**config.mk**
```make
export PLATFORM = sky130hd
export DESIGN_NAME = param_delay_line
export DESIGN_NICKNAME = d
export VERILOG_FILES = /design/src/rtl/pdl_pkg.sv /design/src/rtl/pdl_ram.sv /design/src/rtl/param_delay_line.sv
export SDC_FILE = /design/constraint.sdc
export NUM_CORES = 2
export LEC_CHECK = 0
export CORE_MARGIN = 5
export CORE_UTILIZATION = 45
export DETAILED_ROUTE_END_ITERATION = 12
export PLACE_DENSITY_LB_ADDON = 0.05
export SYNTH_ARGS = -nofsm -noshare
export SYNTH_HDL_FRONTEND = slang
export SYNTH_SLANG_ARGS = --single-unit
```
**constraint.sdc**
```tcl
create_clock -name clk -period 8.15 [get_ports clk]
set_input_delay 1.63 -clock clk [delete_from_list [all_inputs] [get_ports clk]]
set_output_delay 1.63 -clock clk [all_outputs]
set_load 0.01 [all_outputs]
```
**src/rtl/pdl_pkg.sv**
```systemverilog
// -----------------------------------------------------------------------------
// pdl_pkg
// Shared helpers for the parametrised delay line:
//   dw_of()       width of a port that must carry values 0..depth
//   clamp_delay() maps a requested delay onto the legal range 1..depth
//   ptr_sub()     circular-buffer pointer subtraction, modulo depth, with no
//                 power-of-two assumption on depth
// -----------------------------------------------------------------------------
package pdl_pkg;

  function automatic int dw_of(input int depth);
    return $clog2(depth + 1);
  endfunction

  function automatic int clamp_delay(input int d, input int depth);
    if (d < 1)     return 1;
    if (d > depth) return depth;
    return d;
  endfunction

  // (a - b) mod depth for 0 <= a, b < depth.
  function automatic int ptr_sub(input int a, input int b, input int depth);
    int diff;
    diff = a - b;
    if (diff < 0) diff = diff + depth;
    return diff;
  endfunction

endpackage

```
**src/rtl/pdl_ram.sv**
```systemverilog
// -----------------------------------------------------------------------------
// pdl_ram
// WIDTH x DEPTH simple dual-port RAM: synchronous write, asynchronous read.
// A read of the address being written on the same edge returns the old word.
// Ports:
//   clk      in   1      write clock, rising edge
//   i_we     in   1      write enable
//   i_waddr  in   AW     write address
//   i_wdata  in   WIDTH  write data
//   i_raddr  in   AW     read address
//   o_rdata  out  WIDTH  read data (combinational)
// -----------------------------------------------------------------------------
module pdl_ram #(
  parameter int WIDTH = 32,
  parameter int DEPTH = 100,
  parameter int AW    = $clog2(DEPTH)
) (
  input  logic             clk,
  input  logic             i_we,
  input  logic [AW-1:0]    i_waddr,
  input  logic [WIDTH-1:0] i_wdata,
  input  logic [AW-1:0]    i_raddr,
  output logic [WIDTH-1:0] o_rdata
);

  logic [WIDTH-1:0] r_mem [DEPTH];

  // NOTE: storage array has no reset so it maps onto RAM primitives; history
  // validity is tracked by the fill counter in the parent, not by contents.
  always_ff @(posedge clk) begin
    if (i_we) r_mem[i_waddr] <= i_wdata;
  end

  assign o_rdata = r_mem[i_raddr];

endmodule

```
**src/rtl/param_delay_line.sv**
```systemverilog
// -----------------------------------------------------------------------------
// param_delay_line
// Run-time selectable sample delay (1..DEPTH) built on a circular buffer with
// a sample-strobe handshake. Each accepted sample is written at wptr; the
// output register is loaded with the sample d_eff-1 slots behind it (or the
// incoming sample itself when d_eff==1), so after the k-th accepted sample
// out carries sample k-(d_eff-1).
//
// Optional feature macro: PDL_ZERO_FILL_EN
//   defined     : out is forced to 0 on accepting edges where out_valid goes 0
//   not defined : out carries the raw RAM read; qualify with out_valid
//
// Ports:
//   clk        in   1      clock, rising edge
//   rst        in   1      asynchronous active-high reset
//   flush      in   1      synchronous clear of history (wins over in_valid)
//   in_valid   in   1      sample strobe
//   in         in   WIDTH  input sample
//   delay      in   DW     requested delay, clamped to 1..DEPTH
//   out_valid  out  1      out holds a sample fully delayed by d_eff
//   out        out  WIDTH  delayed sample, registered
//   fill       out  DW     samples written since reset/flush, saturating
// -----------------------------------------------------------------------------
module param_delay_line
  import pdl_pkg::*;
#(
  parameter  int WIDTH = 32,
  parameter  int DEPTH = 100,
  localparam int DW    = dw_of(DEPTH)
) (
  input  logic             clk,
  input  logic             rst,
  input  logic             flush,
  input  logic             in_valid,
  input  logic [WIDTH-1:0] in,
  input  logic [DW-1:0]    delay,
  output logic             out_valid,
  output logic [WIDTH-1:0] out,
  output logic [DW-1:0]    fill
);

  localparam int AW = $clog2(DEPTH);

  logic [AW-1:0]    r_wptr;
  logic [DW-1:0]    r_fill;
  logic [WIDTH-1:0] r_out;
  logic             r_out_valid;

  logic [DW-1:0]    w_d_eff;
  logic [AW-1:0]    w_rd_addr;
  logic [WIDTH-1:0] w_rd_data;
  logic [DW:0]      w_fill_inc;
  logic             w_new_valid;
  logic [WIDTH-1:0] w_new_out;
  logic             w_we;

  assign w_d_eff    = DW'(clamp_delay(32'(delay), DEPTH));
  // Slot written d_eff-1 samples ago; RAM is read before this edge's write.
  assign w_rd_addr  = AW'(ptr_sub(32'(r_wptr), 32'(w_d_eff) - 1, DEPTH));
  assign w_fill_inc = {1'b0, r_fill} + (DW+1)'(1);
  assign w_new_valid = (w_fill_inc >= {1'b0, w_d_eff});
  // A flushed sample is discarded, so it must not reach the buffer either.
  assign w_we       = in_valid & ~flush;

  // NOTE: every always_comb output gets a default assignment first so no
  // path leaves it unassigned (which would infer a latch).
  always_comb begin
    w_new_out = (w_d_eff == DW'(1)) ? in : w_rd_data;
`ifdef PDL_ZERO_FILL_EN
    if (!w_new_valid) w_new_out = '0;
`endif
  end

  pdl_ram #(
    .WIDTH (WIDTH),
    .DEPTH (DEPTH),
    .AW    (AW)
  ) u_ram (
    .clk     (clk),
    .i_we    (w_we),
    .i_waddr (r_wptr),
    .i_wdata (in),
    .i_raddr (w_rd_addr),
    .o_rdata (w_rd_data)
  );

  // NOTE: state registers use non-blocking assignments so every register
  // samples the pre-edge values of the others, independent of statement order.
  always_ff @(posedge clk or posedge rst) begin
    if (rst) begin
      r_wptr      <= '0;
      r_fill      <= '0;
      r_out       <= '0;
      r_out_valid <= 1'b0;
    end else if (flush) begin
      r_wptr      <= '0;
      r_fill      <= '0;
      r_out       <= '0;
      r_out_valid <= 1'b0;
    end else if (in_valid) begin
      r_wptr      <= (r_wptr == AW'(DEPTH - 1)) ? '0 : r_wptr + 1'b1;
      if (r_fill != DW'(DEPTH)) r_fill <= r_fill + 1'b1;
      r_out       <= w_new_out;
      r_out_valid <= w_new_valid;
    end
  end

  assign out       = r_out;
  assign out_valid = r_out_valid;
  assign fill      = r_fill;

endmodule

```
Word-level counts from Yosys, hierarchy flattened
Memory sizes are Yosys's and may differ from the RTL's.
Index checks and enable logic that the tools add are counted.
Storage, ports and cells
  bits in registers: 47
  memory bits (writable): 3200
  input port bits: 43
  output and inout bits: 40
  logic and storage cells: 44
  memories: 1
Operators by class
  add/subtract/negate cells: 6
  magnitude comparators: 4
  equal/unequal tests: 3
  mux-type cells: 21
  bitwise logic cells: 2
  reductions and logical operators: 3
Memory list
  u_ram.r_mem: words 100, width 32, rd ports 1, clocked after Yosys merged registers in 0, wr ports 1, line pdl_ram.sv:26  | logic [WIDTH-1:0] r_mem [DEPTH];
Operators by type and width (count)
  32-bit two-way mux: 3
  7-bit two-way mux: 10
  7-bit by 1-bit adder with 7-bit output, second input constant: 2
  9-bit by 1-bit less-than comparator with 1-bit output, second input constant: 1
  8-bit by 8-bit subtractor with 9-bit output: 1
  7-bit by 1-bit adder with 8-bit output, second input constant: 1
  8-bit by 7-bit greater-or-equal comparator with 1-bit output: 1
  1-bit two-way mux: 8
  7-bit by 1-bit subtractor with 8-bit output, second input constant: 1
  7-bit by 6-bit adder with 7-bit output, second input constant: 1
  7-bit by 1-bit equality test with 1-bit output, second input constant: 1
  7-bit equality test, second input constant: 1
  7-bit > comparator, second input constant: 1
  7-bit by 1-bit less-than comparator with 1-bit output, second input constant: 1
  7-bit != test, second input constant: 1
  2-bit nonzero test: 2
  2-bit AND reduction: 1
  1-bit AND: 1
  1-bit NOT: 1

Depth between registers and ports, before layout
An unclocked memory read counts as a cell.
  depth in word-level cells: 13
  gate-level depth with buffers: 22

Hierarchy
From an unflattened synthesis, not the netlist that was laid out.
Unflattened totals
  cells, all modules: 5798
  area total of the unflattened synthesis: 125382.8 µm²
By module, submodules not included
  pdl_ram: times used 1, cells each 5470, area each 122276.0 µm²
  param_delay_line: times used 1, cells each 328, area each 3106.7 µm²

Least setup slack after synthesis
Ideal clock, no wire load.
  path kind: input port to flip-flop
  start: input delay[4]
  end: register r_out[0], in the netlist out[0]
  data arrival time: 5.647 ns
  slack: 2.377 ns
  stages on the path: 21
  buffers on the path: 2
  cell sequence: nor3_1 a21oi_1 o21ai_0 inv_1 ha_1 xor2_1 ha_1 or2_1 o22ai_1 xor2_1 inv_2 ha_1 nor2b_1 a32oi_1 o21a_1 buf_2 clkbuf_1 nand4_1 o2111ai_1 a31oi_1 a311o_1
On the way
  cells in the longest elaborated chain, start to end: 13
Ends and longest elaborated chain
  start: declaration: line param_delay_line.sv:36  | input logic [DW-1:0] delay,
  7-bit by 1-bit less-than comparator with 1-bit output / 7-bit > comparator (equally long branches): line pdl_pkg.sv:16, pdl_pkg.sv:17
  1-bit two-way mux, on equally long branches: line pdl_pkg.sv:16, pdl_pkg.sv:17
  7-bit two-way mux / 1-bit two-way mux (equally long branches): line pdl_pkg.sv:17  | if (d > depth) return depth;
  7-bit two-way mux: line pdl_pkg.sv:18  | return d;
  7-bit two-way mux *: line pdl_pkg.sv:17
  7-bit by 1-bit subtractor with 8-bit output: line param_delay_line.sv:59  | assign w_rd_addr = AW'(ptr_sub(32'(r_wptr), 32'(w_d_eff) - 1, DEPTH));
  8-bit by 8-bit subtractor with 9-bit output: line pdl_pkg.sv:24  | diff = a - b;
  9-bit by 1-bit less-than comparator with 1-bit output / 7-bit by 6-bit adder with 7-bit output (equally long branches): line pdl_pkg.sv:25  | if (diff < 0) diff = diff + depth;
  7-bit two-way mux: line pdl_pkg.sv:25
  memory 100 x 32 bit
  32-bit two-way mux *: line param_delay_line.sv:68  | w_new_out = (w_d_eff == DW'(1)) ? in : w_rd_data;
  32-bit two-way mux *: line param_delay_line.sv:100  | end else if (in_valid) begin
  32-bit two-way mux *: line param_delay_line.sv:95  | end else if (flush) begin
  end signal: assignment: line param_delay_line.sv:103  | r_out <= w_new_out;
  end: declaration: line param_delay_line.sv:46  | logic [WIDTH-1:0] r_out;
Every way passes the cells marked *; elsewhere a longest branch is shown, timed or not. The select of a mux whose other input is x is not followed.
A chain may end at the register's enable or synchronous reset.

Worst setup path in the final report
Same ends and word-level chain as after synthesis.

==> results.yml <==
clock_network:
  cts_tree: "done"
  cts_setup_buffers: 0
  cts_buffers: 346
  postCtsHoldBufs: 0
  cts.htree.levels: 5
  clock_latency_ns: 0.93
  clockBufferDepth: 4
  cts_root_buf: "clkbuf_16"
  cts.sinks: 3247
  clk_pin_slew_ns: 0.06
  cts_resized: 0
detailed_routing:
  dr.pass1.iters: 7
  via_per_inst: 6.290
  drt_wl_total_um: 405900
  vias: 66560
  ant_nets: 0
  drc: 0
  wire_per_inst_um: 38.36
  drtIter0Drc: 8450
power_and_ir_drop:
  vdd_drop_max_mv: 0.1890
  switching_power_uw: 13330
  p_int_uw: 30860
  leakagePower_uw: 0.04605
  sw_frac_of_total_pct: 30.16
  power_density_nw_per_um2: 302.3
  seqPwrFrac_pct: 42.2
  combPwrFrac_pct: 22.7
  p_clk_share_pct: 35.1
place:
  place_congestion: 0.8944
  portBuffers: 82
  place_area_um2: 135100
  pre_cts_slack_ns: -0.2879
  hpwlAfterDp_um: 253500
final_layout:
  area_growth_pct: 15.73
  nets: 6634
  drive_above_1_share_pct: 27.69
  final_cell_area_um2: 146200
  final_util_pct: 52.32
global_route:
  grt_usage_pct: 27.49
  antenna_found_initial: 27
  grt_pass1_wl_um: 556500
  met1_usage_pct: 39.73
  grt_pass1_vias: 65440
  top_usage_layer: "met2"
  grtUsageMet3_pct: 4.839
  met2_usage_pct: 42.55
  grt_max_degree: 98
  gr-total-overflow: 0
critical_path:
  critPathLaunchType: "input pin"
  rr_startpoint: "r_wptr[2]"
  crit_required_ns: 9.00
  end_kind: "flip-flop"
  arrival_ns: 8.44
  r2r_end: "out[0]"
  criticalPathCategory: "in -> reg"
  r2r_cells: 18
  crit_path_end: "out[0]"
  reg2reg_slack_ns: 2.42
  cp_max_fo: 41
  crit_path_start: "delay[4]"
timing:
  fin_ws_ns: 0.5667
  fin_worst_skew_ns: 0.04902
  hold_slack_ns: 0.5318
  report.final.slew_viol_count: 1
  fin_crit_ns: 7.583
  finalSetupViolCount: 0
  layout_worst_path_cycle_share_pct: 93.05
  rsz0062_at_grt: "no"
  hold_viol_final: 0
  worst_slew_pin_slew_ns: 1.510
  slew_headroom_pct: -0.6515
  max_freq_mhz: 131.9
yosys:
  yosysUniqueCellTypes: 70
  ys_ff_latch: 3247
  synth_area_um2: 126300
  syn_nets: 6137
  synth_largest_area_cell: "edfxtp_1"
  yosys.area.top_type_share_pct: 76.08
  yosysWarnings: 0
  ys.flop_type: "edfxtp_1"
  synthArstFlopShare_pct: 1.447
  synth-seq-area-share_pct: 77.01
  netlist_top_cells_area: "edfxtp_1, mux4_2, nand2_1, dfrtp_1, nor2_1"
  synthCells: 6073
  synth_area_per_cell_um2: 20.80
  synth-edff-count: 3200
run_status:
  violations: "max-slew violations"
  outcome: "finished with violations"
die:
  floorplan.initialDensity_pct: 45.21
  core_um2: 279400
  io_pins: 83
  die_h_um: 539.8
  rows: 194
  die-area_um2: 291400
  die_x_um: 539.8
flow_run:
  maxCapViolCount: 0
worst_hold_path:
  hp-class: "reg -> reg"
[registers in the layout, summed over array words and instances, names as in the netlist]
register     flops
u_ram.r_mem   3200
out             32
fill             7
r_wptr           7
out_valid        1
[through the flow]
| step | total power [µW] | cells | TNS, ns |
|---|---|---|---|
| 3_3_place_gp | 28980 | 9937 | -7.215 |
| 5_1_grt | 45430 | 10580 | 0 |
| 3_5_place_dp | 29030 | 9946 | -1.613 |
| 6_report | 44190 | 10580 | 0 |
| 2_1_floorplan | 23500 | 6073 | 0 |
| 4_1_cts | 44470 | 10580 | 0 |
[power by group through the flow]
stage / sequential (µW) / clock [µW] / combinational [µW]
after detailed placement: 19000 / 0 / 10000
final: 18600 / 15500 / 10000
after CTS: 18600 / 15800 / 10100
after global routing: 18600 / 16500 / 10400
after global placement: 19000 / 0 / 9990
after floorplan: 18900 / 0 / 4640
[critical path, stage by stage]
cell,delay [ns]
clkdlybuf4s50_1,0.50
nor3_1,0.31
a21oi_1,0.13
o21ai_0,0.24
inv_1,0.15
ha_1,0.25
xor2_1,0.18
ha_1,0.27
or2_1,0.26
o22ai_1,0.20
xor2_1,0.47
inv_2,0.09
ha_1,0.27
inv_1,0.14
nor2_1,0.08
a32oi_1,0.18
buf_4,0.17
o21ai_4,0.06
buf_12,0.16
buf_4,0.27
buf_4,0.37
a32oi_1,1.28
o2111ai_1,0.29
a31oi_1,0.26
a311o_1,0.13
[final cells by class]
type	count	area, µm²
fill	22020	133200
inverter	15	56.30
antenna	7	17.52
timing repair buffer	516	4712
sequential	3247	97270
clock inverter	188	1810
multi-input combinational	2444	28420
clock buffer	441	9234
tap	3724	4659
[placed cells by master (no fill, tap or decap), types with 15 or more instances in the layout]
cell type / n
nand3_1: 41
dfrtp_1: 47
clkinv_2: 58
edfxtp_1: 3200
clkinv_1: 68
or2_1: 15
a21oi_1: 75
mux2i_1: 90
a31oi_1: 33
a32oi_1: 33
bufinv_16: 30
o2111ai_1: 33
buf_12: 54
o21ai_0: 51
clkbuf_16: 353
nor2_1: 188
clkbuf_1: 81
ha_1: 19
nand4_1: 129
mux4_2: 800
o22ai_1: 66
clkdlybuf4s50_1: 50
a311oi_1: 64
o221ai_1: 32
a311o_1: 32
and2_0: 30
buf_4: 403
nand2_1: 447
nor3_1: 41
nor2_4: 101
[cells by family (layout without fill, tap and decap cells)]
group | after synthesis | count (layout) | synth area share [%]
other | 0 | 7 | 0
AO/OA/AOI/OAI | 456 | 456 | 2.670
flip-flops | 3247 | 3247 | 77.01
multiplexers | 899 | 899 | 15.05
XOR/XNOR | 14 | 14 | 0.1149
adder cells (fa/ha/maj) | 21 | 21 | 0.2140
AND/OR/NAND/NOR | 1054 | 1054 | 3.702
buffers and inverters | 382 | 1160 | 1.238
[layer usage]
layer,wire length (µm),vias to the layer above
li1,-,26420
met1,168300,36470
met2,189000,3091
met3,31710,575
met4,16910,0
met5,0,-
[synth_stat cells, types with 14 or more instances]
cell / instances
edfxtp_1: 3200
mux4_2: 800
nand2_1: 451
nor2_1: 289
clkbuf_1: 275
nand4_1: 129
mux2i_1: 97
a21oi_1: 75
o22ai_1: 66
a311oi_1: 64
buf_2: 62
o21ai_0: 51
dfrtp_1: 47
nand3_1: 46
nor3_1: 41
a32oi_1: 34
a31oi_1: 33
o2111ai_1: 33
a311o_1: 32
o221ai_1: 32
and2_0: 30
buf_1: 22
ha_1: 20
or2_1: 15
or2_0: 14
[worst min path at each step]
stage / from / end / slack [ns] / cells past startpoint
global placement: out_valid / out_valid / 0.52 / 2
finish: out_valid / out_valid / 0.53 / 2
CTS: out_valid / out_valid / 0.54 / 2
detailed placement: out_valid / out_valid / 0.53 / 2
global route: out_valid / out_valid / 0.57 / 2
floorplan: out_valid / out_valid / 0.52 / 2
No activity file was read; power rests on OpenSTA's default activity.
